$ cat src/rtl/fifo_share_ctrl.sv
// Shares one FIFO write port between two tick-driven requesters (1-deep slot each,
// round-robin arbitration) and paces FIFO reads with an optional drain timer.
module fifo_share_ctrl #(
    parameter int B   = 3,
    parameter int DIV = 100_000_000,
    parameter int CW  = 8
) (
    input  logic          clk,
    input  logic          CPU_RESETN,
    input  logic          req0_tick,
    input  logic [B-1:0]  data0,
    input  logic          req1_tick,
    input  logic [B-1:0]  data1,
    input  logic          drain_en,
    input  logic          full,
    input  logic          empty,
    output logic          fifo_wr,
    output logic [B-1:0]  fifo_wr_data,
    output logic          fifo_rd,
    output logic [1:0]    pend,
    output logic          last_grant,
    output logic [CW-1:0] drop0,
    output logic [CW-1:0] drop1
);

    localparam int CNT_W = $clog2(DIV);

    logic [B-1:0]     slot0, slot1;
    logic             rr_ptr;
    logic [CNT_W-1:0] cnt;

    logic grant_ok, winner, grant0, grant1, cap0, cap1, lost0, lost1;

    // NOTE: every combinational output gets a default first so no path can infer a latch.
    always_comb begin
        grant_ok = 1'b0;
        winner   = 1'b0;
        grant_ok = !fifo_wr && !full && (pend != 2'b00);
        // A lone pending requester wins outright; with both pending the pointer decides.
        winner   = (pend == 2'b10) || ((pend == 2'b11) && rr_ptr);
        grant0   = grant_ok && !winner;
        grant1   = grant_ok && winner;
        cap0     = req0_tick && (!pend[0] || grant0);
        cap1     = req1_tick && (!pend[1] || grant1);
        lost0    = req0_tick && !cap0;
        lost1    = req1_tick && !cap1;
    end

    // NOTE: sequential state uses non-blocking assignments so every register samples pre-edge values.
    always_ff @(posedge clk or negedge CPU_RESETN) begin
        if (!CPU_RESETN) begin
            // NOTE: the slot words are reset too, so a discarded word can never leak into a later write.
            slot0        <= '0;
            slot1        <= '0;
            pend         <= 2'b00;
            rr_ptr       <= 1'b0;
            fifo_wr      <= 1'b0;
            fifo_wr_data <= '0;
            last_grant   <= 1'b0;
            drop0        <= '0;
            drop1        <= '0;
        end else begin
            fifo_wr <= grant_ok;
            if (grant_ok) begin
                fifo_wr_data <= winner ? slot1 : slot0;
                last_grant   <= winner;
                rr_ptr       <= !winner;
            end

            if (cap0) begin
                slot0   <= data0;
                pend[0] <= 1'b1;
            end else if (grant0) begin
                pend[0] <= 1'b0;
            end

            if (cap1) begin
                slot1   <= data1;
                pend[1] <= 1'b1;
            end else if (grant1) begin
                pend[1] <= 1'b0;
            end

            if (lost0 && (drop0 != '1)) drop0 <= drop0 + CW'(1);
            if (lost1 && (drop1 != '1)) drop1 <= drop1 + CW'(1);
        end
    end

    // Drain pacing: one read strobe per DIV cycles, suppressed while the FIFO is empty.
    always_ff @(posedge clk or negedge CPU_RESETN) begin
        if (!CPU_RESETN) begin
            cnt     <= '0;
            fifo_rd <= 1'b0;
        end else if (!drain_en) begin
            cnt     <= '0;
            fifo_rd <= 1'b0;
        end else if (cnt == CNT_W'(DIV - 1)) begin
            cnt     <= '0;
            fifo_rd <= !empty;
        end else begin
            cnt     <= cnt + CNT_W'(1);
            fifo_rd <= 1'b0;
        end
    end

endmodule

$ cat config.mk
export PLATFORM = sky130hd
export DESIGN_NAME = fifo_share_ctrl
export DESIGN_NICKNAME = d
export VERILOG_FILES = /design/src/rtl/fifo_share_ctrl.sv
export SDC_FILE = /design/constraint.sdc
export NUM_CORES = 1
export LEC_CHECK = 0
export CAP_MARGIN = 5
export CORE_UTILIZATION = 61
export CTS_BUF_LIST = sky130_fd_sc_hd__clkbuf_8
export DETAILED_ROUTE_END_ITERATION = 16
export MAX_ROUTING_LAYER = met4
export PLACE_DENSITY = 0.89
export SYNTH_ARGS = -nofsm -noshare
export SYNTH_HDL_FRONTEND = slang
export SYNTH_SLANG_ARGS = --single-unit
$ cat constraint.sdc
create_clock -name clk -period 4.37 [get_ports clk]
set_input_delay 0.874 -clock clk [delete_from_list [all_inputs] [get_ports clk]]
set_output_delay 0.874 -clock clk [all_outputs]
set_load 0.1 [all_outputs]
=== After elaboration in Yosys (flattened, before gate mapping) ===
Index checks and enable logic that the tools add are counted.

* Add/sub/neg operators: 3
* Equality and inequality tests: 5
* Muxes and demuxes: 9
* Reduce and logical (&&, ||, !) cells: 25

{| class="wikitable"
|+ Operator list
! cell !! number
|-
| $mux 27 || 2
|-
| $add 27x1->27 const B || 1
|-
| $eq 27x27->1 const B || 1
|-
| $add 8x1->8 const B || 2
|-
| $ne 8x8->1 const B || 2
|-
| $logic_and 1x1->1 || 11
|-
| $logic_not 1->1 || 8
|-
| $mux 1 || 6
|-
| $reduce_bool 2->1 || 3
|-
| $eq 2x2->1 const B || 2
|-
| $logic_or 1x1->1 || 3
|-
| $mux 3 || 1
|}

* Register bits: 58
* Output and inout port bits: 24
* Word-level logic and storage cells: 54

=== Depth between registers and ports, before layout ===
* Depth in word-level cells: 10
* Gate-level depth with buffers: 6
* Gate-level depth less buffers: 5

=== Least setup slack after synthesis ===
Ideal clock, no wire load.

* Kind: register -> register
* From: register drop0[0]
* To: register drop0[1]
* Setup time: 126 ps
* Arrival time: 2198 ps
* Required time: 4244 ps
* Path slack: 2046 ps
* Stages on the path, launching flop included: 5
* Period minus slack after synthesis: 2324 ps
* Path through: dfrtp_1 -> ha_1 -> nand3_1 -> o2111ai_1 -> mux2_2

* Longest elaborated chain between the ends: 2
* Elaborated cells between the ends (all ways): 3

{| class="wikitable"
|+ RTL lines
! element !! line !! source
|-
| from (decl) || 22 || <nowiki>output logic [CW-1:0] drop0,</nowiki>
|-
| from (signal assigned) || 84 || <nowiki>if (lost0 && (drop0 != '1)) drop0 <= drop0 + CW'(1);</nowiki>
|-
| parallel branches: the longest is 2 deep, another holds $add 8x1->8 || -- ||
|}

Several ways; the timed one is not identified.
A chain may end at the register's enable or synchronous reset.

=== Worst setup path after layout ===
* From: register pend[1]
* To: output pend[1]

{| class="wikitable"
|+ RTL lines
! element !! line !! source
|-
| from (decl) || 20 || <nowiki>output logic [1:0] pend,</nowiki>
|-
| from (signal assigned) || 55 || <nowiki>pend <= 2'b00;</nowiki>
|-
| from (signal assigned) || 79 || <nowiki>pend[1] <= 1'b1;</nowiki>
|-
| from (signal assigned) || 81 || <nowiki>pend[1] <= 1'b0;</nowiki>
|}

No word-level cell between the ends.

==> impl_metrics.yaml <==
cts:
  tritoncts: "yes"
  cts_hold_buf: 0
  htree_num_levels: 3
  cts_max_path_buffers: 2
  post_cts_buffers: 0
  clk_root_buffer_cell: "clkbuf_8"
  clk_pin_slew_ns: 0.07
  clkLatencyLatePin_ns: 0.34
  cts_resized: 0
  cts_buffers: 9
  cts_num_sinks: 58
detailed_routing:
  wire_per_inst_um: 15.8
  dr.first_iter.drc_count: 167
  wl_um: 5710
  routed-via-count: 2211
  drc: 0
  vias_per_cell: 6.12
  ant_nets: 0
  firstDrtPassIters: 4
die:
  die_h_um: 69.5
  std_cell_rows: 24
  boundaryPins: 37
  die_w_um: 69.5
  start_util: 0.638
  dieArea_mm2: 0.00483
  core_area_mm2: 0.00435
setup_path:
  end_kind: "output port"
  cp_slowest_cell: "clkdlybuf4s50_1"
  crit_fanout: 8
  cp.arrival_ns: 1.99
  worst-path-buf-inv: 1
  worstPathRequired_ns: 3.50
  path_delay_family: "buffers and inverters"
  max_stage_delay_ns: 1.18
  crit_type: "flop to output port"
  cp-start-kind: "flop"
  worstPathCellList: "clkdlybuf4s50_1"
sta:
  setup_tns_ns: 0
  skew_ns: 0.00443
  worst_slack_ns: 1.50
  finalHoldViolCount: 0
  slew_headroom: 0.326
  setup_viol: 0
  post-route-min-period_ns: 2.87
  period_share: 0.656
  slew_viol_final: 0
  fmax_mhz: 349
  worst_pin_slew_ns: 1.01
  grt_setup_unrepaired: "no"
global_routing:
  track_usage: 0.262
  grt_pass1_vias: 2116
  grt.overflow.total: 0
  grt_pass1_wl_um: 9530
  antenna_found_initial: 0
  grt_max_degree: 59
power:
  vdd.ir_drop.worst_v: 0.000711
  powerDensity_mw_per_mm2: 670
  total_power_mw: 2.28
  power.leakage_nw: 1.45
  clock_power_share: 0.271
  p_switching_mw: 1.00
  sw_frac_of_total: 0.440
  p_int_mw: 1.28
  combinationalPowerShare: 0.396
  power_frac_seq: 0.333
placement:
  dp_hpwl_um: 3780
  dp.cells: 345
  port_buffers: 36
  place_ws_ns: 1.79
  place.gp.congestion: 0.863
finish:
  fillerInstances: 269
  instances_no_fill: 361
  regArea_mm2: 0.00145
  syn_to_final_growth_pct: 22.7
  n_antenna_cell: 0
  drive_gt1_frac: 0.113
  nets: 320
  multi_input_area_mm2: 0.00125
synthesis:
  synth.top_cell.area_share: 0.523
  yosys.cell_types.count: 41
  synth_seq_cells: 58
  netlist_area_mm2: 0.00278
  yosysSeqAreaShare: 0.523
  synth_fp_nets: 278
  synth_cells: 262
  yosys-top-cells-area: "dfrtp_1, xor2_1, nand2_1"
  yosys.area.top_type: "dfrtp_1"
  syn_avg_cell_area_um2: 10.6
  ys_warn_count: 0
outcome:
  outcome: "completed"
hold_path:
  min_path_type: "flop to flop"
job:
  maxCapViolations: 0
-- layout make-up --
cell class              instances  share of cell area
flip-flops and latches         58               0.426
multi-input cells             192               0.368
repair buffers                 37               0.107
clock buffers                  11              0.0444
clock inverters                 5              0.0294
well taps                      52              0.0191
inverters                       6             0.00661
-- synth_stat cells (all sizes together) --
cell / number
dfrtp: 58
nand2: 26
nor2: 20
xor2: 19
nand3: 17
a21oi: 14
nand4: 10
o31ai: 10
or4: 10
mux2: 8
nor4: 8
xnor2: 7
and3: 6
inv: 6
buf: 5
or3: 5
nor3: 4
o21ai: 4
a22oi: 3
and4: 3
ha: 3
a211o: 2
nand2b: 2
nor3b: 2
a21o: 1
a31oi: 1
a41o: 1
and3b: 1
clkbuf: 1
nor2b: 1
nor4b: 1
o2111ai: 1
o311ai: 1
or4bb: 1
-- layer usage --
metal / track usage / share of wire
met5: - / 0
met4: 0.127 / 0.023
met3: 0.0640 / 0.038
met2: 0.407 / 0.51
met1: 0.323 / 0.43
-- flip-flops by register name, summed over array words and instances (netlist names), 2 cells and up --
signal / flops
slot0: 3
pend: 2
cnt: 27
fifo_wr_data: 3
drop0: 8
slot1: 3
drop1: 8
-- cell usage in the layout (no fill, tap or decap), types with 2 or more instances in the layout --
| cell type | count |
|---|---|
| inv_1 | 6 |
| o31ai_1 | 10 |
| nor3b_1 | 2 |
| bufinv_16 | 3 |
| nand4_1 | 10 |
| clkbuf_8 | 11 |
| nand3_1 | 16 |
| clkdlybuf4s50_1 | 35 |
| nor2_1 | 20 |
| dfrtp_1 | 58 |
| a21oi_2 | 2 |
| nand2b_1 | 2 |
| a22oi_1 | 3 |
| nor4_1 | 8 |
| or3_1 | 4 |
| or4_1 | 7 |
| mux2_2 | 8 |
| nand2_1 | 26 |
| clkinv_2 | 2 |
| a211o_1 | 2 |
| and4_1 | 3 |
| and3_1 | 5 |
| o21ai_0 | 4 |
| nor3_1 | 4 |
| a21oi_1 | 12 |
| or4_4 | 2 |
| xor2_1 | 19 |
| ha_1 | 3 |
| xnor2_1 | 7 |
-- metrics by stage --
| step | util | cell area [um^2] | hold slack (ns) |
|---|---|---|---|
| CTS | 0.782 | 3410 | 0.464 |
| finish | 0.782 | 3410 | 0.467 |
| global placement | 0.725 | 3160 | 0.440 |
| floorplan | - | 2780 | 0.422 |
| detailed placement | 0.725 | 3160 | 0.451 |
| global route | 0.782 | 3410 | 0.500 |
-- kinds of logic after synthesis --
family | Yosys count | synth area share
DFF | 58 | 0.523
xor gates and xnor gates | 26 | 0.0820
muxes | 8 | 0.0324
adders and majority gates | 3 | 0.0135
buffers and inverters | 12 | 0.0257
and+or+nand+nor | 117 | 0.232
AOI/OAI and AO/OA | 38 | 0.0919
-- power by group through the flow --
| stage | registers, mW | logic, mW | clock network, mW |
|---|---|---|---|
| after floorplan | 1.27 | 0.171 | 0 |
| after global placement | 0.761 | 0.886 | 0 |
| after detailed placement | 0.765 | 0.902 | 0 |
| after CTS | 0.758 | 0.909 | 0.624 |
| after global routing | 0.775 | 0.937 | 0.645 |
| final | 0.761 | 0.904 | 0.618 |
-- worst paths after layout --
kind                            start        to  slack (ns)  depth (start not counted)
setup / recovery              pend[1]   pend[1]        1.50                          1
hold / removal                 cnt[0]    cnt[0]        0.47                          1
setup reg to reg              cnt[11]   cnt[10]        2.18                          4
hold reg to reg                cnt[0]    cnt[0]        0.47                          1
max in group asynchronous  CPU_RESETN   cnt[15]        3.23                          2
min in group asynchronous  CPU_RESETN  drop1[6]        0.65                          2
Note: power is estimated with default switching activity, not from simulation.
==> variant, RTL diff (config.mk and constraints unchanged) <==
Change the parameter `CW` from 8 to 16.
--- a/src/rtl/fifo_share_ctrl.sv
+++ b/src/rtl/fifo_share_ctrl.sv
@@ -5,3 +5,3 @@
     parameter int DIV = 100_000_000,
-    parameter int CW  = 8
+    parameter int CW  = 16
 ) (
Interface: changed (resized drop0 and drop1); port bits go from 37 to 53. The function was not compared with the original's and may differ.
==> variant against the unedited design <==
Clock power grew 6.5%; routed wire length grew 39%; area after synthesis grew 29%; setup slack lost 0.091 ns; first-iteration DRC count grew 41%; sequential cell count grew 16; final area grew 30%; die area grew 28%; via count grew 33%; power grew 8.7%; largest power group unchanged.
==> variant: results (changes against the unedited design) <==
* Crit path max fanout at 10 (+2)
* Number of fill cells at 347 (+29%)
* Start point of the worst hold path: last_grant$_DFFE_PN0N_
* Largest regs: cnt: 27 flops, drop0: 16 flops, drop1: 16 flops
* GRT Util Overall at 29.1% (+2.9 points)
* Routability cong. at 0.867 (+0.49%)
* Slowest Stage Delay on Critical Path at 1.20 ns (+0.02 ns)
* Inverters at 10 (+4)
* Place WS at 1.76 ns (-0.0252 ns)
* Final Skew at 0.00510 ns (+0.000666 ns)
* Hold EP: last_grant$_DFFE_PN0N_
* Reg2reg setup slack at 2.06 ns (-0.12 ns)
* Worst hold slack at 0.481 ns (+0.0146 ns)
* Total wire length at 7960 µm (+39%)
* End of the worst register-to-register path: cnt[26]$_DFF_PN0_
* Vias at 2941 (+33%)
* Arrival @ worst endpoint at 2.08 ns (+0.09 ns)
* Seq/Total Area, Yosys at 51.6% (-0.67 points)
* XOR/XNOR share of the synthesized area at 9.03% (+0.83 points)
* Dpl hpwl at 5260 µm (+39%)
* Area after DPL at 4170 µm² (+32%)
* Port bufs at 52 (+44%)
* Adder-cell share of the synthesized area at 1.05% (-0.31 points)
* Run status: finished clean
* Final non-clock buffer share at 12.0% (+1.4 points)
* Combinational cell power at 913 µW (+1%)
* Int Power at 1430 µW (+12%)
* Synth cell types at 43 (+4.9%)
* Multi-input combinational cell count at 254 (+32%)
* Area occupied by multi-input gates at 1660 µm² (+32%)
* First-pass GRT wire length at 13400 µm (+41%)
* Worst Reg-to-Reg Cells at 5 (+1)
* Non-clk bufs at 54 (+46%)
* Nets@finish at 419 (+31%)
* Die W at 78.7 µm (+13%)
* Power Total at 2480 µW (+8.7%)
## variant: routing by layer
layer | vias to the layer above | share of wire, % | track usage (%)
met5 | - | 0 | -
met4 | 0 | 2.2 | 13.7
met3 | 21 | 4.6 | 4.60
met2 | 105 | 50 | 45.5
met1 | 1436 | 43 | 37.6
li1 | 1379 | - | -
## variant: how the worst max path moves through the flow
| stage | startpoint | to | cells after the start | slack [ns] |
|---|---|---|---|---|
| finish | pend[0]$_DFFE_PN0P_ | pend[0] | 1 | 1.41 |
| floorplan | drop0[0]$_DFFE_PN0P_ | drop0[1]$_DFFE_PN0P_ | 5 | 1.87 |
| global placement | full | drop1[1]$_DFFE_PN0P_ | 5 | 1.83 |
| global route | pend[0]$_DFFE_PN0P_ | pend[0] | 1 | 1.36 |
| CTS | pend[0]$_DFFE_PN0P_ | pend[0] | 1 | 1.42 |
| detailed placement | full | drop1[1]$_DFFE_PN0P_ | 5 | 1.76 |
